**config.mk**
```make
export PLATFORM = sky130hd
export DESIGN_NAME = linear_proj_bram_loader_flat
export DESIGN_NICKNAME = d
export VERILOG_FILES = /design/src/rtl/linear_proj_bram_loader_if.sv /design/src/rtl/linear_proj_bram_loader.sv /design/src/flat_wrapper.sv
export SDC_FILE = /design/constraint.sdc
export NUM_CORES = 1
export LEC_CHECK = 0
export ABC_CLOCK_PERIOD_IN_PS = 2200
export CAP_MARGIN = 20
export CORE_ASPECT_RATIO = 1.2
export CORE_MARGIN = 5
export CORE_UTILIZATION = 48
export CTS_BUF_LIST = sky130_fd_sc_hd__clkbuf_8 sky130_fd_sc_hd__clkbuf_16
export CTS_CLUSTER_DIAMETER = 50
export CTS_CLUSTER_SIZE = 8
export DETAILED_ROUTE_END_ITERATION = 8
export PLACE_DENSITY = 0.76
export SYNTH_ARGS = -nofsm -noshare
export SYNTH_HDL_FRONTEND = slang
export SYNTH_SLANG_ARGS = --single-unit
```
**constraint.sdc**
```tcl
create_clock -name clk -period 2.2 [get_ports clk]
set_input_delay 0.33 -clock clk [delete_from_list [all_inputs] [get_ports clk]]
set_output_delay 0.33 -clock clk [all_outputs]
set_load 0.005 [all_outputs]
```
**src/rtl/linear_proj_bram_loader_if.sv**
```systemverilog
// Stream, dual-port BRAM write and matmul handshake bundle for the BRAM loader.
// The master modport is the loader side; slave is the feeder/BRAM/wrapper side.
interface linear_proj_bram_loader_if #(
  parameter int IN_WIDTH   = 64,
  parameter int ROW_WIDTH  = 256,
  parameter int ADDR_WIDTH = 4
);
  logic [IN_WIDTH-1:0]   s_data;
  logic                  s_valid;
  logic                  s_ready;
  logic                  s_last;
  logic                  ena;
  logic                  wea;
  logic [ADDR_WIDTH-1:0] addra;
  logic [ROW_WIDTH-1:0]  dina;
  logic                  enb;
  logic                  web;
  logic [ADDR_WIDTH-1:0] addrb;
  logic [ROW_WIDTH-1:0]  dinb;
  logic                  mm_start;
  logic                  mm_done;

  modport master (
    input  s_data, s_valid, s_last, mm_done,
    output s_ready, ena, wea, addra, dina, enb, web, addrb, dinb, mm_start
  );

  modport slave (
    output s_data, s_valid, s_last, mm_done,
    input  s_ready, ena, wea, addra, dina, enb, web, addrb, dinb, mm_start
  );
endinterface

```
**src/rtl/linear_proj_bram_loader.sv**
```systemverilog
// Packs a narrow beat stream into BRAM rows, writes even/odd row pairs through
// both BRAM ports at once, then kicks the matmul wrapper and waits for done.
module linear_proj_bram_loader #(
  parameter int IN_WIDTH   = 64,
  parameter int ROW_WIDTH  = 256,
  parameter int NUM_ROWS   = 16,
  parameter int ADDR_WIDTH = 4
) (
  input  logic                      clk,
  input  logic                      rst_n,
  input  logic                      load_start,
  linear_proj_bram_loader_if.master bus,
  output logic                      busy,
  output logic                      err
);
  localparam int BEATS = ROW_WIDTH / IN_WIDTH;
  localparam int CNT_W = (BEATS > 1) ? $clog2(BEATS) : 1;
  localparam logic [CNT_W-1:0]      LAST_BEAT = CNT_W'(BEATS - 1);
  localparam logic [ADDR_WIDTH-1:0] LAST_ROW  = ADDR_WIDTH'(NUM_ROWS - 1);
  localparam bit                    ROWS_ODD  = (NUM_ROWS % 2) == 1;

  typedef enum logic [2:0] {
    IDLE      = 3'd0,
    LOAD      = 3'd1,
    FLUSH     = 3'd2,
    START     = 3'd3,
    WAIT_DONE = 3'd4
  } state_t;

  state_t                r_state;
  state_t                w_next;
  logic [CNT_W-1:0]      r_beat_cnt;
  logic [ADDR_WIDTH-1:0] r_row_cnt;
  logic [ROW_WIDTH-1:0]  r_buf_even;
  logic [ROW_WIDTH-1:0]  r_buf_odd;
  logic                  r_s_ready;
  logic                  r_ena;
  logic                  r_enb;
  logic [ADDR_WIDTH-1:0] r_addra;
  logic [ADDR_WIDTH-1:0] r_addrb;
  logic [ROW_WIDTH-1:0]  r_dina;
  logic [ROW_WIDTH-1:0]  r_dinb;
  logic                  r_mm_start;
  logic                  r_busy;
  logic                  r_err;

  logic                  w_accept;
  logic                  w_row_done;
  logic                  w_final_row;
  logic                  w_frame_err;
  logic                  w_wr_a;
  logic                  w_wr_b;
  logic [ADDR_WIDTH-1:0] w_addra;
  logic [ADDR_WIDTH-1:0] w_addrb;
  logic [ROW_WIDTH-1:0]  w_dina;
  logic [ROW_WIDTH-1:0]  w_dinb;
  logic [ROW_WIDTH-1:0]  w_merged;

  assign w_accept    = bus.s_valid && r_s_ready && (r_state == LOAD);
  assign w_row_done  = w_accept && (r_beat_cnt == LAST_BEAT);
  assign w_final_row = (r_row_cnt == LAST_ROW);
  // s_last is legal only on the very last beat of the last row
  assign w_frame_err = w_accept && bus.s_last && !(w_row_done && w_final_row);

  // Odd row as it will look once the beat being accepted is in place
  always_comb begin
    w_merged = r_buf_odd;
    w_merged[(BEATS-1)*IN_WIDTH +: IN_WIDTH] = bus.s_data;
  end

  // State register
  always_ff @(posedge clk or negedge rst_n) begin
    if (!rst_n) begin
      r_state <= IDLE;
    end else begin
      r_state <= w_next;
    end
  end

  // Next-state and write-request decode
  always_comb begin
    w_next  = r_state;
    w_wr_a  = 1'b0;
    w_wr_b  = 1'b0;
    w_addra = r_addra;
    w_addrb = r_addrb;
    w_dina  = r_dina;
    w_dinb  = r_dinb;
    case (r_state)
      IDLE: begin
        if (load_start) w_next = LOAD;
        else            w_next = IDLE;
      end
      LOAD: begin
        if (w_frame_err) begin
          w_next = IDLE;
        end else if (w_row_done) begin
          if (r_row_cnt[0]) begin
            w_wr_a  = 1'b1;
            w_wr_b  = 1'b1;
            w_addra = r_row_cnt - ADDR_WIDTH'(1);
            w_addrb = r_row_cnt;
            w_dina  = r_buf_even;
            w_dinb  = w_merged;
          end else begin
            w_wr_a = 1'b0;
          end
          if (w_final_row) w_next = ROWS_ODD ? FLUSH : START;
          else             w_next = LOAD;
        end else begin
          w_next = LOAD;
        end
      end
      FLUSH: begin
        w_wr_a  = 1'b1;
        w_addra = LAST_ROW;
        w_dina  = r_buf_even;
        w_next  = START;
      end
      START: begin
        w_next = WAIT_DONE;
      end
      WAIT_DONE: begin
        if (bus.mm_done) w_next = IDLE;
        else             w_next = WAIT_DONE;
      end
      default: begin
        w_next = IDLE;
      end
    endcase
  end

  // Registered outputs
  always_ff @(posedge clk or negedge rst_n) begin
    if (!rst_n) begin
      r_s_ready  <= 1'b0;
      r_ena      <= 1'b0;
      r_enb      <= 1'b0;
      r_addra    <= '0;
      r_addrb    <= '0;
      r_dina     <= '0;
      r_dinb     <= '0;
      r_mm_start <= 1'b0;
      r_busy     <= 1'b0;
      r_err      <= 1'b0;
    end else begin
      r_s_ready  <= (w_next == LOAD);
      r_ena      <= w_wr_a;
      r_enb      <= w_wr_b;
      r_addra    <= w_addra;
      r_addrb    <= w_addrb;
      r_dina     <= w_dina;
      r_dinb     <= w_dinb;
      r_mm_start <= (r_state == START);
      r_busy     <= (w_next != IDLE);
      if (r_state == IDLE && load_start) r_err <= 1'b0;
      else if (w_frame_err)              r_err <= 1'b1;
      else                               r_err <= r_err;
    end
  end

  // Beat/row counters and row buffers
  always_ff @(posedge clk or negedge rst_n) begin
    if (!rst_n) begin
      r_beat_cnt <= '0;
      r_row_cnt  <= '0;
      r_buf_even <= '0;
      r_buf_odd  <= '0;
    end else if (r_state == IDLE && load_start) begin
      r_beat_cnt <= '0;
      r_row_cnt  <= '0;
    end else if (w_accept && !w_frame_err) begin
      for (int k = 0; k < BEATS; k++) begin
        if (r_beat_cnt == CNT_W'(k)) begin
          if (r_row_cnt[0]) r_buf_odd[k*IN_WIDTH +: IN_WIDTH]  <= bus.s_data;
          else              r_buf_even[k*IN_WIDTH +: IN_WIDTH] <= bus.s_data;
        end
      end
      if (w_row_done) begin
        if (!w_final_row) begin
          r_beat_cnt <= '0;
          r_row_cnt  <= r_row_cnt + ADDR_WIDTH'(1);
        end
      end else begin
        r_beat_cnt <= r_beat_cnt + CNT_W'(1);
      end
    end
  end

  assign bus.s_ready  = r_s_ready;
  assign bus.ena      = r_ena;
  assign bus.wea      = r_ena;
  assign bus.addra    = r_addra;
  assign bus.dina     = r_dina;
  assign bus.enb      = r_enb;
  assign bus.web      = r_enb;
  assign bus.addrb    = r_addrb;
  assign bus.dinb     = r_dinb;
  assign bus.mm_start = r_mm_start;
  assign busy         = r_busy;
  assign err          = r_err;
endmodule

```
**src/flat_wrapper.sv**
```systemverilog
// flat-port wrapper written by rule: the top's interface ports become plain ports
module linear_proj_bram_loader_flat 
#(
  parameter int IN_WIDTH   = 64,
  parameter int ROW_WIDTH  = 256,
  parameter int NUM_ROWS   = 16,
  parameter int ADDR_WIDTH = 4
)
  (clk, rst_n, load_start, busy, err, bus_s_data, bus_s_valid, bus_s_last, bus_mm_done, bus_s_ready, bus_ena, bus_wea, bus_addra, bus_dina, bus_enb, bus_web, bus_addrb, bus_dinb, bus_mm_start);
  linear_proj_bram_loader_if #(.IN_WIDTH(IN_WIDTH), .ROW_WIDTH(ROW_WIDTH), .ADDR_WIDTH(ADDR_WIDTH)) bus_i ();
  input  logic clk;
  input  logic rst_n;
  input  logic load_start;
  output logic busy;
  output logic err;
  input wire logic [$bits(bus_i.s_data)-1:0] bus_s_data;
  input wire logic [$bits(bus_i.s_valid)-1:0] bus_s_valid;
  input wire logic [$bits(bus_i.s_last)-1:0] bus_s_last;
  input wire logic [$bits(bus_i.mm_done)-1:0] bus_mm_done;
  output wire logic [$bits(bus_i.s_ready)-1:0] bus_s_ready;
  output wire logic [$bits(bus_i.ena)-1:0] bus_ena;
  output wire logic [$bits(bus_i.wea)-1:0] bus_wea;
  output wire logic [$bits(bus_i.addra)-1:0] bus_addra;
  output wire logic [$bits(bus_i.dina)-1:0] bus_dina;
  output wire logic [$bits(bus_i.enb)-1:0] bus_enb;
  output wire logic [$bits(bus_i.web)-1:0] bus_web;
  output wire logic [$bits(bus_i.addrb)-1:0] bus_addrb;
  output wire logic [$bits(bus_i.dinb)-1:0] bus_dinb;
  output wire logic [$bits(bus_i.mm_start)-1:0] bus_mm_start;
  assign bus_i.s_data = bus_s_data;
  assign bus_i.s_valid = bus_s_valid;
  assign bus_i.s_last = bus_s_last;
  assign bus_i.mm_done = bus_mm_done;
  assign bus_s_ready = bus_i.s_ready;
  assign bus_ena = bus_i.ena;
  assign bus_wea = bus_i.wea;
  assign bus_addra = bus_i.addra;
  assign bus_dina = bus_i.dina;
  assign bus_enb = bus_i.enb;
  assign bus_web = bus_i.web;
  assign bus_addrb = bus_i.addrb;
  assign bus_dinb = bus_i.dinb;
  assign bus_mm_start = bus_i.mm_start;
  linear_proj_bram_loader #(.IN_WIDTH(IN_WIDTH), .ROW_WIDTH(ROW_WIDTH), .NUM_ROWS(NUM_ROWS), .ADDR_WIDTH(ADDR_WIDTH)) u_core (.clk(clk), .rst_n(rst_n), .load_start(load_start), .bus(bus_i), .busy(busy), .err(err));
endmodule
```
* Word-level counts from Yosys, hierarchy flattened
Cells that the tools add are included.
** Word-level totals
- Register bits after elaboration :: 983
- Bits of input ports :: 70
- Output and inout bits :: 528
- Word-level logic and storage cells :: 97
** Operators by class
- Add/sub/neg operators :: 3
- Eq/ne operators :: 14
- Muxes and demuxes :: 29
- Bitwise operators :: 3
- Reductions and logical operators :: 28
** Operators with widths (count)
- $mux 256 :: 3
- $pmux 256 s2 :: 1
- $reduce_and 4->1 :: 9
- $mux 4 :: 7
- $pmux 3 s5 :: 1
- $mux 2 :: 6
- $logic_and 1x1->1 :: 8
- $pmux 4 s2 :: 1
- $reduce_bool 2->1 :: 4
- $mux 1 :: 7
- $eq 3x1->1 const B :: 2
- $eq 3x2->1 const B :: 2
- $mux 3 :: 2
- $add 4x1->4 const B :: 1
- $eq 2x2->1 const B :: 2
- $eq 4x4->1 const B :: 1
- $ne 2x1->1 const B :: 2
- $ne 2x2->1 const B :: 2
- $sub 4x1->4 const B :: 1
- $eq 3x3->1 const B :: 1
- $logic_not 3->1 :: 1
- $ne 3x3->1 const B :: 1
- $not 1->1 :: 3
- $reduce_and 3->1 :: 1
- 7 further kinds :: 8

* Depth between registers and ports, before layout
- Depth after elaboration :: 10
- Gate-level depth with buffers :: 8

* Worst setup path after synthesis
Ideal clock, no wire load.
- Kind :: register to register
- Start point :: reg u_core.r_row_cnt[0]
- End point :: reg u_core.r_dina[100] (netlist: u_core.bus.dina[100])
- Library setup time :: 0.128 ns
- Arrival :: 1.988 ns
- Data required time :: 2.072 ns
- Setup slack :: 0.085 ns
- Stages on the path, launching flop included :: 8
- Buffers on the path :: 2
- Cells stage by stage :: dfrtp_1 > ha_1 > nand3_1 > a211oi_2 > nor2_1 > buf_4 > buf_2 > mux2_1
** On the way
- Cells in the longest elaborated chain, start to end :: 6
- Elaborated cells between the ends (all ways) :: 7
- Classes of those cells :: eq/ne: 3; reduce/logical: 4
** Ends and longest elaborated chain
- start, declared :: RTL line linear_proj_bram_loader.sv:33 : logic [ADDR_WIDTH-1:0] r_row_cnt;
- start signal, assigned :: RTL line linear_proj_bram_loader.sv:182 : r_row_cnt <= r_row_cnt + ADDR_WIDTH'(1);
- $eq 4x4->1 :: RTL line linear_proj_bram_loader.sv:61 : assign w_final_row = (r_row_cnt == LAST_ROW);
- $logic_and 1x1->1 :: RTL line linear_proj_bram_loader.sv:63 : assign w_frame_err = w_accept && bus.s_last && !(w_row_done && w_final_row);
- $logic_not 1->1 :: RTL line linear_proj_bram_loader.sv:63
- $logic_and 1x1->1 :: RTL line linear_proj_bram_loader.sv:63
- $ne 2x2->1 (no source line)
- $reduce_and 4->1 (no source line) (*)
- end signal, assigned :: RTL line linear_proj_bram_loader.sv:152 : r_dina <= w_dina;
- end, declared :: RTL line linear_proj_bram_loader.sv:41 : logic [ROW_WIDTH-1:0] r_dina;
Every way passes the cells marked *; elsewhere a longest branch is shown, timed or not.
A chain may end at the register's enable or synchronous reset.

* Worst setup path after layout
- Start point :: reg u_core.r_row_cnt[1]
- End point :: reg u_core.r_dina[248] (netlist: u_core.bus.dina[248])
** On the way
- Cells in the longest elaborated chain, start to end :: 6
** Ends and longest elaborated chain (RTL line)
- $eq 4x4->1 :: linear_proj_bram_loader.sv:61
- $logic_and 1x1->1 :: linear_proj_bram_loader.sv:63
- $logic_not 1->1 :: linear_proj_bram_loader.sv:63
- $logic_and 1x1->1 :: linear_proj_bram_loader.sv:63
- $ne 2x2->1 (no source line)
- $reduce_and 4->1 (no source line)
Every way passes these cells.

==> flow_summary.ini <==
[worst_setup_path]
reg2reg_setup_slack_ns = 0.04
cp-end-kind = flip-flop
r2r-start = u_core.r_row_cnt[1]
critPathLaunchType = flip-flop
critPathCapture = u_core.bus.dina[248]
cp.arrival_ns = 2.74
path_class = reg2reg
worstSetupStartpoint = u_core.r_row_cnt[1]
crit_fanout = 38
crit_required_ns = 2.78
r2r_cells = 8
rr_endpoint = u_core.bus.dina[248]

[place]
post-place-cells = 3739
preCtsSetupSlack_ns = -0.275
gp_routability_congestion = 0.825
io_buffers = 597
hpwlAfterDp_mm = 65.5

[sta]
tightest_slew_ns = 0.612
finalSetupViolCount = 0
min_period_ns = 2.16
tns_ns = 0
layout_setup_ws_ns = 0.0420
post-route-period-util_pct = 98.1
finalHoldViolCount = 0
max_freq_mhz = 463
maxSlewHeadroom_pct = 59.2
clock_skew_ns = 0.0195
slew_viol_final = 0

[route]
drc_errors = 0
viasPerCell = 5.37
routed_wl_mm = 97.0
ant_nets = 0
vias = 21000
firstDrtPassIters = 5
drtIter0Drc = 959
wl_per_cell_um = 24.8

[global_route]
grt_pass1_wl_mm = 148
grt_pass1_vias = 23600
grt_use_total_pct = 23.7
grt_overflow = 0
antenna_found_initial = 1
grt_max_degree = 108

[cts]
path_clk_slew_ns = 0.05
clock_path_buffers = 3
clock-sinks = 983
clk-insertion-delay-late_ns = 0.72
cts-buffers-inserted = 142
cts_tree = yes
cts_root_buf = clkbuf_16
ctsHtreeMaxLevel = 4

[floorplan]
die_h_um = 312
initial_utilization_pct = 48.5
rows = 110
dieArea_mm2 = 0.0818
die_x_um = 262
ioPinCount = 598
core_area_mm2 = 0.0753

[outcome]
status = finished, final reports clean

[yosys]
synth.distinct_cells = 33
synth.most_common_cell = dfrtp_1
syn_inst = 2140
synth_edf_count = 0
syn_nets = 2216
ys_async_sr_fraction_pct = 100
ys_seq_area_share_pct = 67.3
syn_area_mm2 = 0.0366
ys_top_cells_by_count = dfrtp_1, mux2_2, mux2_1
ys_top_cells_by_area = dfrtp_1, mux2_2, mux2_1, buf_2, buf_4
synth_top_cell_by_area = dfrtp_1
ys_seq_elements = 983
syn_avg_cell_area_um2 = 17.1
synth_top_cell_area_share_pct = 67.3
ys_warn_count = 0
ys.flop_type = dfrtp_1

[cells_and_area]
nNetsFinal = 2959
drive_gt1_share_pct = 37.4
area_growth_pct = 32.7
fin_cells = 3912

[min_path]
hold_class = in2async

[power_and_ir_drop]
power_density_mw_per_mm2 = 982
peakVddDrop_uv = 684
p_leak_nw = 23.4

[run]
max_cap_violations = 0
logic make-up (layout without fill, tap and decap cells):
family,count (synthesis),count (layout),share of synthesized area (%)
flip-flops,983,983,67.3
AND/OR/NAND/NOR,49,49,0.726
multiplexers,964,964,29.7
XOR/XNOR,2,2,0.0479
adder cells (fa/ha/maj),6,6,0.205
other,0,1,0
buffers and inverters,120,883,1.75
AO/OA/AOI/OAI,16,16,0.274
worst max-delay path, cell delays in order, from the launching register on:
cell	delay, ns
dfrtp_1	0.36
ha_2	0.24
nand3_4	0.11
a211oi_4	0.36
nor2_4	0.06
buf_12	0.15
buf_6	0.15
buf_16	0.20
mux2_1	0.35
layout by cell type (no fill, tap or decap), types with 5 or more instances in the layout:
master / instances
nor2_1: 10
and3_4: 6
clkdlybuf4s50_1: 596
buf_12: 34
nand2_1: 5
o21ai_0: 5
mux2_1: 170
mux2_2: 792
dfrtp_1: 980
inv_1: 12
buf_4: 70
nor3_1: 5
a21oi_1: 6
clkbuf_16: 147
inv_6: 7
registers in the layout, indices dropped and copies added, names as in the netlist:
| register | cells |
|---|---|
| u_core.bus.dina | 256 |
| u_core.bus.dinb | 256 |
| u_core.r_buf_even | 256 |
| u_core.r_buf_odd | 192 |
| u_core.bus.addra | 4 |
| u_core.bus.addrb | 4 |
| u_core.r_row_cnt | 4 |
| u_core.r_state | 3 |
| u_core.r_beat_cnt | 2 |
| u_core.bus.ena | 1 |
| u_core.bus.enb | 1 |
| u_core.bus.mm_start | 1 |
| u_core.bus.s_ready | 1 |
| u_core.busy | 1 |
| u_core.err | 1 |
worst min path at each step:
stage,endpoint,slack (ns),cells after the start,from
2_1_floorplan,u_core.bus.addra[0],0.03,0,rst_n
3_3_place_gp,u_core.r_buf_even[238],0.27,1,rst_n
3_5_place_dp,u_core.bus.dina[110],0.28,1,rst_n
4_1_cts,u_core.bus.dina[110],0.11,2,rst_n
5_1_grt,u_core.bus.dina[110],0.14,2,rst_n
6_report,u_core.bus.dina[110],0.15,2,rst_n
cell type report:
cell class / instances / area (um2)
clock buffers: 147 / 3660
diodes: 1 / 2.50
flip-flops and latches: 983 / 24600
clock inverters: 17 / 180
fillers: 5163 / 26800
inverters: 10 / 37.5
well taps: 1008 / 1260
repair buffers: 709 / 7350
multi-input cells: 1037 / 11400
power breakdown:
part	switching [mW]	total (mW)	internal, mW
registers	1.73	23.1	21.4
clock network	7.43	19.1	11.7
logic	2.03	5.41	3.38
total	11.2	47.6	36.4
what timing repair did:
action / 4_1_cts / 5_1_grt
gates cloned: 0 / 2
buffers inserted: 1 / 4
gates resized for setup: 9 / 7
setup endpoints to repair: 163 / 656
hold buffers: 1 / 0
pin swaps: 2 / 2
endpoints found under the hold margin: 426 / 0
per-layer routing:
layer  wire length (um)  vias to the layer above  GRT usage (%)
li1                   -                     9010              -
met1              38300                    11100           29.7
met2              47600                      682           38.4
met3               7540                      187           7.80
met4               3550                        2           9.06
met5                 13                        -              0
through the flow:
stage / hold WS, ns / power, mW / utilization [%] / instance area [um2]
after global placement: 0.273 / 28.2 / 59.1 / 44500
after global routing: 0.137 / 49.7 / 64.4 / 48500
after detailed placement: 0.279 / 28.7 / 59.1 / 44500
final: 0.148 / 47.6 / 64.4 / 48500
after floorplan: 0.0344 / 26.0 / - / 36600
after CTS: 0.111 / 48.1 / 64.3 / 48400
(Power assumes the default switching activity.)
